**src/rtl/arm_pipe_pkg.sv**
```systemverilog
// Shared types and constants for the ARM pipeline hazard/stall logic.
package arm_pipe_pkg;

  localparam int REG_W = 4;

  localparam logic [1:0] ST_IDLE = 2'd0;
  localparam logic [1:0] ST_WAIT = 2'd1;
  localparam logic [1:0] ST_DONE = 2'd2;

  typedef struct packed {
    logic             valid;
    logic [REG_W-1:0] dst;
    logic             is_load;
  } sb_entry_t;

  // True when a valid in-flight entry writes a register the ID instruction reads.
  function automatic logic src_match(
    input logic             use1,
    input logic [REG_W-1:0] src1,
    input logic             use2,
    input logic [REG_W-1:0] src2,
    input sb_entry_t        e
  );
    return e.valid & ((use1 & (src1 == e.dst)) | (use2 & (src2 == e.dst)));
  endfunction

endpackage

```
**src/rtl/mem_wait_sequencer.sv**
```systemverilog
// Data-memory wait sequencer: freezes the whole pipeline for MEM_WAIT cycles
// per access, then signals completion for one cycle.
module mem_wait_sequencer
  import arm_pipe_pkg::*;
#(
  parameter int MEM_WAIT = 4,
  parameter int CNT_W    = 3
) (
  input  logic clk,
  input  logic rst,
  input  logic mem_req_i,
  output logic mem_freeze_o,
  output logic mem_ready_o
);

  localparam logic [CNT_W-1:0] CNT_INIT = (MEM_WAIT > 0) ? CNT_W'(MEM_WAIT - 1) : '0;
  localparam logic [CNT_W-1:0] CNT_ONE  = CNT_W'(1);

  logic [1:0]       state_q, state_d;
  logic [CNT_W-1:0] cnt_q, cnt_d;

  // The IDLE cycle that sees the request is itself frozen, so WAIT covers the
  // remaining MEM_WAIT-1 cycles and exits as the counter reaches zero.
  always_comb begin
    state_d      = state_q;
    cnt_d        = cnt_q;
    mem_freeze_o = 1'b0;
    mem_ready_o  = 1'b0;
    if (MEM_WAIT == 0) begin
      state_d     = ST_IDLE;
      cnt_d       = '0;
      mem_ready_o = mem_req_i;
    end else begin
      case (state_q)
        ST_IDLE: begin
          if (mem_req_i) begin
            mem_freeze_o = 1'b1;
            cnt_d        = CNT_INIT;
            state_d      = (MEM_WAIT == 1) ? ST_DONE : ST_WAIT;
          end else begin
            state_d = ST_IDLE;
          end
        end
        ST_WAIT: begin
          mem_freeze_o = 1'b1;
          cnt_d        = cnt_q - CNT_ONE;
          if (cnt_q == CNT_ONE) begin
            state_d = ST_DONE;
          end else begin
            state_d = ST_WAIT;
          end
        end
        ST_DONE: begin
          mem_ready_o = 1'b1;
          cnt_d       = '0;
          state_d     = ST_IDLE;
        end
        default: begin
          cnt_d   = '0;
          state_d = ST_IDLE;
        end
      endcase
    end
  end

  // State and counter registers.
  always_ff @(posedge clk or posedge rst) begin
    if (rst) begin
      state_q <= ST_IDLE;
      cnt_q   <= '0;
    end else begin
      state_q <= state_d;
      cnt_q   <= cnt_d;
    end
  end

endmodule

```
**src/rtl/hazard_stall_controller.sv**
```systemverilog
// Central stall/flush sequencer: in-flight destination scoreboard, RAW hazard
// detection for the ID instruction, memory-wait freeze and branch flush.
module hazard_stall_controller
  import arm_pipe_pkg::*;
#(
  parameter int SB_DEPTH = 2,
  parameter int MEM_WAIT = 4,
  parameter int CNT_W    = 3
) (
  input  logic             clk,
  input  logic             rst,
  input  logic             fwd_en,
  input  logic [REG_W-1:0] id_src1,
  input  logic [REG_W-1:0] id_src2,
  input  logic             id_use_src1,
  input  logic             id_use_src2,
  input  logic [REG_W-1:0] id_dst,
  input  logic             id_wb_en,
  input  logic             id_mem_read,
  input  logic             ex_branch_taken,
  input  logic             mem_req,
  output logic             freeze_if,
  output logic             bubble_id,
  output logic             flush_ifid,
  output logic             freeze_all,
  output logic             mem_ready
);

  sb_entry_t sb_q [SB_DEPTH];
  logic      hazard;
  logic      seq_freeze;
  logic      seq_ready;

  mem_wait_sequencer #(
    .MEM_WAIT (MEM_WAIT),
    .CNT_W    (CNT_W)
  ) u_mem_seq (
    .clk          (clk),
    .rst          (rst),
    .mem_req_i    (mem_req),
    .mem_freeze_o (seq_freeze),
    .mem_ready_o  (seq_ready)
  );

  // With forwarding, only a load still in EX cannot be bypassed in time.
  always_comb begin
    hazard = 1'b0;
    for (int k = 0; k < SB_DEPTH; k++) begin
      hazard = hazard |
               (src_match(id_use_src1, id_src1, id_use_src2, id_src2, sb_q[k]) &
                (~fwd_en | ((k == 0) & sb_q[k].is_load)));
    end
  end

  // Output priority: memory freeze, then branch squash, then hazard stall.
  always_comb begin
    freeze_if  = 1'b0;
    bubble_id  = 1'b0;
    flush_ifid = 1'b0;
    freeze_all = 1'b0;
    mem_ready  = 1'b0;
    if (rst) begin
      freeze_all = 1'b0;
    end else if (seq_freeze) begin
      freeze_all = 1'b1;
      freeze_if  = 1'b1;
    end else if (ex_branch_taken) begin
      flush_ifid = 1'b1;
      bubble_id  = 1'b1;
      mem_ready  = seq_ready;
    end else if (hazard) begin
      freeze_if  = 1'b1;
      bubble_id  = 1'b1;
      mem_ready  = seq_ready;
    end else begin
      mem_ready  = seq_ready;
    end
  end

  // Scoreboard shift; a bubbled ID instruction enters as an invalid entry.
  always_ff @(posedge clk or posedge rst) begin
    if (rst) begin
      for (int k = 0; k < SB_DEPTH; k++) begin
        sb_q[k] <= '0;
      end
    end else if (!freeze_all) begin
      sb_q[0] <= {id_wb_en & ~bubble_id, id_dst, id_mem_read};
      for (int k = 1; k < SB_DEPTH; k++) begin
        sb_q[k] <= sb_q[k-1];
      end
    end else begin
      for (int k = 0; k < SB_DEPTH; k++) begin
        sb_q[k] <= sb_q[k];
      end
    end
  end

endmodule

```
**config.mk**
```make
export PLATFORM = sky130hd
export DESIGN_NAME = hazard_stall_controller
export DESIGN_NICKNAME = d
export VERILOG_FILES = /design/src/rtl/arm_pipe_pkg.sv /design/src/rtl/mem_wait_sequencer.sv /design/src/rtl/hazard_stall_controller.sv
export SDC_FILE = /design/constraint.sdc
export NUM_CORES = 1
export LEC_CHECK = 0
export ABC_AREA = 0
export CORE_MARGIN = 5
export CORE_UTILIZATION = 40
export CTS_CLUSTER_SIZE = 12
export DETAILED_ROUTE_END_ITERATION = 8
export HOLD_SLACK_MARGIN = 0.08
export PLACE_DENSITY = 0.71
export SYNTH_ARGS = -nofsm -noshare
export SYNTH_HDL_FRONTEND = slang
export SYNTH_SLANG_ARGS = --single-unit
```
**constraint.sdc**
```tcl
create_clock -name clk -period 3.05 [get_ports clk]
set_input_delay 0.61 -clock clk [delete_from_list [all_inputs] [get_ports clk]]
set_output_delay 0.61 -clock clk [all_outputs]
set_load 0.05 [all_outputs]
```
==> PnR_summary.wiki <==
{| class="wikitable"
! Metric !! Value
|-
| DRC violation count after routing || 0
|-
| Count of distinct cell types in the synthesized netlist || 25
|-
| Path type of the worst min-delay path || flop to flop
|-
| Clock share of power || between 10% and 20%
|-
| Sequential group share of total power || ~39%
|-
| Peak clock frequency supported by timing || roughly 340 MHz
|-
| Die outline area || 3390 um^2
|-
| Top-level I/O count || 26
|-
| Drt initial violations || 3
|-
| Max Cap Viol || 0
|-
| Total detailed-routing wirelength || around 1900 um
|-
| Die boundary width || between 50 and 60 um
|-
| Initial antenna violation count || 0
|-
| Final critical-path required period || roughly 2.9 ns
|-
| Clock transition at the register clock pins on the worst setup and hold paths after CTS || 0.10 ns
|-
| Y dimension of the die || just under 60 um
|-
| Internal cell power || around 0.63 mW
|-
| Switch share || a little under two fifths
|-
| Average wire length per cell after detail routing || roughly 13 um
|-
| Static leakage || between 0.5 and 0.6 nW
|-
| Gr usage total || roughly an eighth
|-
| Vias || approximately 730
|-
| Leftover overflow at the end of global routing || 0
|-
| Net Switching || around 0.38 mW
|-
| Number of cells produced by synthesis || between 80 and 90
|-
| Net count of the finished layout || around 140
|-
| Netlist Area Pre-Place || ~930 um^2
|-
| Average cell area after synthesis || ~11 um^2
|-
| Total of hold buffers inserted after clock tree synthesis || 0
|-
| CP Data Required Time || 2.44 ns
|-
| Vias per inst || just over 5
|-
| Result of the run || completed
|-
| First-pass iteration count of the detailed router || 2
|-
| Antenna diode count || 0
|-
| Root Buffer Master || clkbuf_4
|-
| Commonest cells after routing, fill and taps aside || clkdlybuf4s50_1 (20), dfrtp_1 (16), mux2_2 (10)
|-
| Maximum fanout along the worst path || 3
|-
| Number of buffers added by the clock tree synthesis step || 3
|-
| Post-layout instance area || around 1300 um^2
|-
| Measured slew at the worst slew-check pin || approximately 0.6 ns
|-
| Signed area change from the synthesized netlist to the final layout || 38.9%
|-
| Clock latency on the worst-skew pair || 0.28 ns
|-
| Number of fill cells in the layout || 195
|-
| Post-Synthesis Net Count || 110
|-
| Htree depth || 1
|-
| CTS tree || done
|-
| Synth Warn # || 0
|-
| Sequential-to-total area share from yosys stat || a little over two fifths
|-
| Number of buffers on the longest clock path || 2
|-
| Dpl cell area || around 1200 um^2
|-
| Number of cell rows || 17
|-
| Kind of critical path || input port to output pin
|-
| RSZ-0062 raised after global routing || no
|-
| Worst Setup Start Kind || input port
|-
| Worst-case clock skew || roughly 0.0056 ns
|-
| Initial core utilization || around 42%
|-
| Pins over their slew limit || 0
|-
| Portion of total power attributed to combinational logic || a little under half
|-
| Final-layout setup total negative slack || 0 ns
|-
| Share of the clock period used by the worst path || 96.2%
|-
| Final setup violation count || 0
|-
| Placeable Area || roughly 2200 um^2
|-
| Worst vdd ir || around 450 uV
|-
| Final weighted congestion in routability-driven placement || just under 0.8
|-
| Number of input and output port buffers inserted || 25
|-
| Most common cell after layout, fill and taps aside || clkdlybuf4s50_1
|-
| PD cells || 776 nW/um^2
|-
| Fraction of layout cells with a size suffix above 1 || approximately 23%
|-
| Final hold violation count || 0
|-
| Number of global-route vias before repair || 760
|-
| Arrival time at the worst endpoint || about 2.3 ns
|-
| # clock sinks || 16
|-
| Post-route antenna net violation count || 0
|-
| First-pass GRT wire length || ~3300 um
|-
| Maximum number of pins on one net before global-route repair || 17
|-
| Worst max-slew margin expressed relative to the limit || approximately three fifths
|-
| Synthesized flop and latch total || 16
|-
| Crit path capture type || output pin
|-
| Final HPWL from detailed placement || about 1500 um
|}
timing repair:
item,CTS,global route
endpoints found under the hold margin,0,0
resized for setup,0,2
setup endpoints to repair,0,1
buffers inserted,0,0
metrics by stage:
step	util (%)	total power [mW]	std cells	hold slack [ns]	setup slack, ns
after floorplan	-	0.712	87	0.471	0.0283
after global placement	56.2	0.852	141	0.493	0.144
after detailed placement	56.2	0.863	141	0.496	0.136
after CTS	57.8	1.00	145	0.518	0.102
after global routing	58.4	1.07	145	0.539	0.00438
final	58.4	1.00	145	0.516	0.116
state kept, by name, summed over array words and instances (netlist names):
signal             cells
u_mem_seq.cnt_q        3
sb_q                  11
u_mem_seq.state_q      2
Yosys cell counts:
cell      instances  area (um^2)
or2_4             1         8.76
ha_1              2         25.0
buf_2             1         5.00
nor2_4            1         11.3
nand3_1           2         10.0
a221oi_1          1         8.76
mux2_2           10          113
o31ai_1           1         7.51
a41o_1            1         10.0
xor2_1            8         70.1
nor4_2            1         12.5
nor2_1            3         11.3
buf_8             1         15.0
nand4_1           1         6.26
dfrtp_1          16          400
nor2b_1           3         18.8
inv_1             6         22.5
xnor2_1           8         70.1
a211oi_1          2         15.0
nor4_1            3         18.8
nor3b_1           1         7.51
nor3_1            3         15.0
o21ai_0           3         15.0
a21oi_1           2         10.0
nand2_1           6         22.5
kinds of logic after synthesis:
| family | share of synthesized area, % |
|---|---|
| DFF | 43.1 |
| adders and majority gates | 2.69 |
| and+or+nand+nor | 15.3 |
| AOI/OAI and AO/OA | 7.13 |
| buffers and inverters | 4.57 |
| xor gates and xnor gates | 15.1 |
| muxes | 12.1 |
per-layer routing:
layer	vias to the layer above	global-route usage, %	wire, um
met1	345	15.6	836
li1	363	-	-
met3	0	4.01	157
met5	-	0	0
met2	23	20.2	911
met4	0	4.97	0
final cells by class:
| class | count | area, um^2 | area share (%) |
|---|---|---|---|
| tap | 28 | 35.0 | 2.71 |
| inverter | 6 | 22.5 | 1.74 |
| clock buffer | 4 | 36.3 | 2.81 |
| sequential | 16 | 400 | 31.0 |
| multi-input combinational | 63 | 499 | 38.7 |
| timing repair buffer | 28 | 298 | 23.1 |
worst max-delay path, cell delays in order:
cell             delay (ns)
clkdlybuf4s50_1        0.48
inv_1                  0.05
o21ai_0                0.24
nor3_1                 0.10
nor4_2                 0.40
a211oi_1               0.13
buf_4                  0.16
buf_12                 0.14
power groups by stage:
stage | registers (mW) | clock network (mW) | logic (mW)
floorplan | 0.372 | 0 | 0.340
global placement | 0.392 | 0 | 0.460
detailed placement | 0.395 | 0 | 0.468
CTS | 0.391 | 0.142 | 0.470
global route | 0.406 | 0.148 | 0.520
finish | 0.390 | 0.138 | 0.474
worst paths after layout:
kind	cells after the start	to	slack, ns	start
worst max-delay path	8	bubble_id	0.12	fwd_en
worst min-delay path	1	sb_q[5]	0.52	sb_q[5]
worst max register to register	5	sb_q[3]	1.45	u_mem_seq.state_q[0]
worst min register to register	1	sb_q[5]	0.52	sb_q[5]
max in group asynchronous	2	sb_q[2]	1.73	rst
min in group asynchronous	2	sb_q[5]	0.93	rst
Note: power is estimated with default switching activity, not from simulation.
